--- src/rtl/uart_tx_fifo.sv ---
// uart_tx_fifo: byte FIFO that drains into send_serial through its we/busy handshake
module uart_tx_fifo #(
   parameter int DEPTH = 16,
   parameter int CW    = $clog2(DEPTH) + 1
) (
   input  logic          clk,
   input  logic          rst,
   input  logic [7:0]    wr_data,
   input  logic          wr_en,
   input  logic          ovf_clr,
   output logic          full,
   output logic          empty,
   output logic [CW-1:0] count,
   output logic          overflow,
   output logic [7:0]    tx_data,
   output logic          tx_we,
   input  logic          tx_busy
);
   localparam int AW = $clog2(DEPTH);
   localparam logic [CW-1:0] FULL_CNT = CW'(DEPTH);
   typedef enum logic [1:0] {IDLE, LAUNCH, HOLD} state_t;
   state_t        state, state_nx;
   logic [7:0]    mem [DEPTH];
   logic [AW-1:0] wr_ptr, rd_ptr;
   logic          push, pop;
   assign full    = count == FULL_CNT;
   assign empty   = count == '0;
   assign push    = wr_en && !full;
   assign pop     = state == LAUNCH;
   assign tx_we   = pop;
   assign tx_data = pop ? mem[rd_ptr] : 8'h00;
   // byte storage; contents are deliberately left untouched by reset
   always_ff @(posedge clk)
      if (push) mem[wr_ptr] <= wr_data;
   // pointers, occupancy, sticky overflow (set beats clear) and drain state
   always_ff @(posedge clk or negedge rst)
      if (!rst) begin
         state    <= IDLE;
         wr_ptr   <= '0;
         rd_ptr   <= '0;
         count    <= '0;
         overflow <= 1'b0;
      end else begin
         state <= state_nx;
         if (push) wr_ptr <= wr_ptr + AW'(1);
         if (pop) rd_ptr <= rd_ptr + AW'(1);
         if (push != pop) count <= push ? count + CW'(1) : count - CW'(1);
         if (wr_en && full) overflow <= 1'b1;
         else if (ovf_clr) overflow <= 1'b0;
      end
   // drain sequencing: launch only with data queued and the serializer idle
   always_comb begin
      state_nx = state;
      case (state)
         IDLE:    state_nx = (!empty && !tx_busy) ? LAUNCH : IDLE;
         LAUNCH:  state_nx = HOLD;
         HOLD:    state_nx = tx_busy ? HOLD : IDLE;
         default: state_nx = IDLE;
      endcase
   end
endmodule
--- config.mk ---
export PLATFORM = sky130hd
export DESIGN_NAME = uart_tx_fifo
export DESIGN_NICKNAME = d
export VERILOG_FILES = /design/src/rtl/uart_tx_fifo.sv
export SDC_FILE = /design/constraint.sdc
export NUM_CORES = 1
export LEC_CHECK = 0
export BUFFER_PORTS_ARGS = -buffer_cell sky130_fd_sc_hd__buf_2
export CORE_ASPECT_RATIO = 0.5
export CORE_MARGIN = 5
export CORE_UTILIZATION = 60
export CTS_CLUSTER_SIZE = 30
export DETAILED_ROUTE_END_ITERATION = 8
export GPL_ROUTABILITY_DRIVEN = 0
export GPL_TIMING_DRIVEN = 0
export PLACE_DENSITY = 0.85
export SYNTH_ARGS = -nofsm -noshare
export SYNTH_HDL_FRONTEND = slang
export SYNTH_SLANG_ARGS = --single-unit
--- constraint.sdc ---
create_clock -name clk -period 3 [get_ports clk]
set_input_delay 0.9 -clock clk [delete_from_list [all_inputs] [get_ports clk]]
set_output_delay 0.9 -clock clk [all_outputs]
set_load 0.005 [all_outputs]
==> results.ini <==
[status]
status=complete, but fails checks
violations=negative setup slack

[worst_setup_path]
regToRegEndpoint=mem[2][4]$_DFFE_PP_
worstSetupPathType=register to output port
worst_r2r_path_depth=4
endpoint_kind=output port
path_buf_inv=3
cp_slowest_cell=sky130_fd_sc_hd__mux4_2
cpLargestDelayFamily=multiplexers
critical_path.startpoint_type=register
cp_data_arrival_time_ns=2.28
cp.required_ns=2.10
max_stage_delay_ns=0.56
timing.reg2reg.setup_slack_ns=0.23
timing.rr.start=count[0]$_DFFE_PN0P_
critical_path_peak_fanout=5
timing.critical_path.cells=buf_6, buf_12, mux4_2, mux2i_4, o22ai_2, buf_2

[grt]
grt_pass1_vias=3550
grt_max_degree=17
grt_overflow_total=0
global_route.usage.total=0.257
grt_pass1_wl_um=21600
antenna_found_initial=0

[power_and_ir_drop]
worst_case_vdd_ir_drop_mv=0.700
p_leak_nw=2.59
finalPower_mw=7.52
cellPowerDensity_nw_per_um2=1070

[drt]
post-route-drc-count=0
drt_pass1_iterations=5
detail_route.iter0.violations=549
routed-via-count=3621
detail_route.vias_per_cell=6.77
post_detailed_route_count_of_antenna_violating_nets=0
detail_route.wl_per_cell_um=28.4
postRouteWirelength_um=15200

[clock_network]
cts_hold_repair.buffers=0
cts_max_level=4
worstSkewPairLatency_ns=0.42
clkSlewWorstSetupHoldPaths_ns=0.06
cts_buffers=17
cts_root_buffer=sky130_fd_sc_hd__clkbuf_16
cts.sink_count=144
clock_tree_from_tritoncts=done
clock_tree.buffer_depth=2

[sta]
period_share=1.06
fin_worst_hold_slack_ns=0.413
layout_min_cycle_time_ns=3.18
worstMarginPinSlew_ns=1.31
setup_violations=8
fin_ws_ns=-0.184
grt_setup_unrepaired=true
finalMaxSlewViolations=0
maxClockFrequency_ghz=0.314
finalHoldViolations=0
finalSetupTns_ns=-0.955
worst_slew_slack_as_a_fraction_of_its_limit=0.123
fin_skew_ns=0.00796

[logic_synthesis]
top_cells_by_area_synth=sky130_fd_sc_hd__edfxtp_1 (66%), sky130_fd_sc_hd__mux2i_1 (7.5%), sky130_fd_sc_hd__dfrtp_1 (6.8%), sky130_fd_sc_hd__mux4_2 (5.4%), sky130_fd_sc_hd__a22oi_1 (2.3%)
postSynthRegisterBits=144
synth_seq_area_share=0.725
synthCells=335
netlist_area_um2=5860
ys.warnings.count=0
avgSynthCellArea_um2=17.5
yosysTopAreaCell=sky130_fd_sc_hd__edfxtp_1
postSynthNetCount=357
synth_cell_type_count=37
yosys.area.top_type_share=0.656

[floorplan]
start_util=0.618
placementRows=25
fp.dieArea_um2=12000
die_height_um=79.9
die-width_um=150
design.core.area_um2=9480
boundary_pins=30

[final_layout]
layout-drive-gt1-share=0.278
final_cell_count_no_fill=535
fin_nets=409
flow.area_growth_from_synthesis_pct=20.0
fin_util=0.742
fillerInstances=491
layout_commonest_cell=sky130_fd_sc_hd__edfxtp_1
antennaDiodeCount=0
post_route_cell_area_um2=7030
final_cell_mix=sky130_fd_sc_hd__edfxtp_1 (128), sky130_fd_sc_hd__mux2i_1 (38), sky130_fd_sc_hd__buf_2 (30)

[job]
maxCapViolCount=0

[place]
portBuffers=29
placed_cells=499
pre_cts_slack_ns=-0.104
placed_cell_area_um2=6170
place.detailed.hpwl_um=7660

[hold_path]
worstHoldPathType=primary input to async pin

## state kept, by name, indices dropped and copies added (netlist names)
register and flops:
wr_ptr 4, state 2, count 5, overflow 1, mem 128, rd_ptr 4
## layer usage
| metal | vias to the layer above | global-route usage | wire length [um] |
|---|---|---|---|
| li1 | 1422 | - | - |
| met1 | 1797 | 0.317 | 5440 |
| met2 | 327 | 0.427 | 7260 |
| met3 | 75 | 0.0686 | 1750 |
| met4 | 0 | 0.126 | 753 |
| met5 | - | 0 | 0 |
## cells in the mapped netlist
cell / number
sky130_fd_sc_hd__a31oi_1: 1
sky130_fd_sc_hd__dfrtp_1: 16
sky130_fd_sc_hd__nand2_2: 1
sky130_fd_sc_hd__clkbuf_1: 4
sky130_fd_sc_hd__o22ai_1: 8
sky130_fd_sc_hd__nand2b_1: 4
sky130_fd_sc_hd__a21o_2: 1
sky130_fd_sc_hd__fa_1: 1
sky130_fd_sc_hd__nor3_1: 4
sky130_fd_sc_hd__mux4_2: 14
sky130_fd_sc_hd__buf_6: 1
sky130_fd_sc_hd__xnor2_1: 8
sky130_fd_sc_hd__a22o_1: 1
sky130_fd_sc_hd__edfxtp_1: 128
sky130_fd_sc_hd__a21o_1: 1
sky130_fd_sc_hd__nor4_1: 2
sky130_fd_sc_hd__nor2b_1: 2
sky130_fd_sc_hd__buf_1: 3
sky130_fd_sc_hd__o211ai_2: 1
sky130_fd_sc_hd__inv_1: 6
sky130_fd_sc_hd__buf_2: 2
sky130_fd_sc_hd__and2_1: 1
sky130_fd_sc_hd__mux2_1: 3
sky130_fd_sc_hd__nand3_1: 1
sky130_fd_sc_hd__a21oi_1: 2
sky130_fd_sc_hd__nand2_1: 21
sky130_fd_sc_hd__o21ai_0: 2
sky130_fd_sc_hd__nor3b_1: 1
sky130_fd_sc_hd__buf_4: 5
sky130_fd_sc_hd__mux2i_1: 44
sky130_fd_sc_hd__nor2_1: 15
sky130_fd_sc_hd__or4_4: 1
sky130_fd_sc_hd__xor2_1: 2
sky130_fd_sc_hd__ha_1: 8
sky130_fd_sc_hd__a22oi_1: 18
sky130_fd_sc_hd__nand4_1: 1
sky130_fd_sc_hd__a21boi_2: 1
## where the power goes
part / switching [mW] / leakage [nW] / total (mW) / internal [mW]
clock: 0.817 / 0.327 / 2.35 / 1.54
combinational: 1.46 / 0.909 / 2.52 / 1.06
sequential: 0.174 / 1.35 / 2.65 / 2.47
total: 2.45 / 2.59 / 7.52 / 5.07
## worst reg2reg max path: stages, from the launching register on
cell	delay (ns)
sky130_fd_sc_hd__dfrtp_1	0.47
sky130_fd_sc_hd__nor4_1	0.16
sky130_fd_sc_hd__a21boi_2	0.45
sky130_fd_sc_hd__nand2_1	0.26
sky130_fd_sc_hd__nor3_1	1.05
## what timing repair did
action / CTS / global route
gates cloned: 1 / 0
setup endpoints to repair: 8 / 8
buffers inserted: 3 / 0
gates resized for setup: 24 / 15
pin swaps: 2 / 2
## kinds of logic after synthesis
group	after synthesis	synth area share
AOI/OAI and AO/OA	36	0.0444
xor gates and xnor gates	10	0.0150
adders and majority gates	9	0.0205
buffers and inverters	21	0.0184
DFF	144	0.725
muxes	61	0.135
and+or+nand+nor	54	0.0423
## final cells by class
class	count	area [um2]	share of cell area
clock inverters	11	184	0.0262
repair buffers	35	214	0.0304
multi-input cells	170	1600	0.227
flip-flops and latches	144	4240	0.604
inverters	6	22.5	0.00320
well taps	135	169	0.0240
plain buffers	13	129	0.0183
clock buffers	21	470	0.0669
## how the worst max path moves through the flow
stage,from,to,cells after the start
final,rd_ptr[0]$_DFFE_PN0P_,tx_data[5],6
after detailed placement,wr_en,mem[0][6]$_DFFE_PP_,4
after CTS,rd_ptr[0]$_DFFE_PN0P_,tx_data[4],6
after global placement,wr_en,mem[3][4]$_DFFE_PP_,4
after global routing,rd_ptr[0]$_DFFE_PN0P_,tx_data[5],6
after floorplan,wr_en,count[4]$_DFFE_PN0P_,7
(Power assumes the default switching activity.)
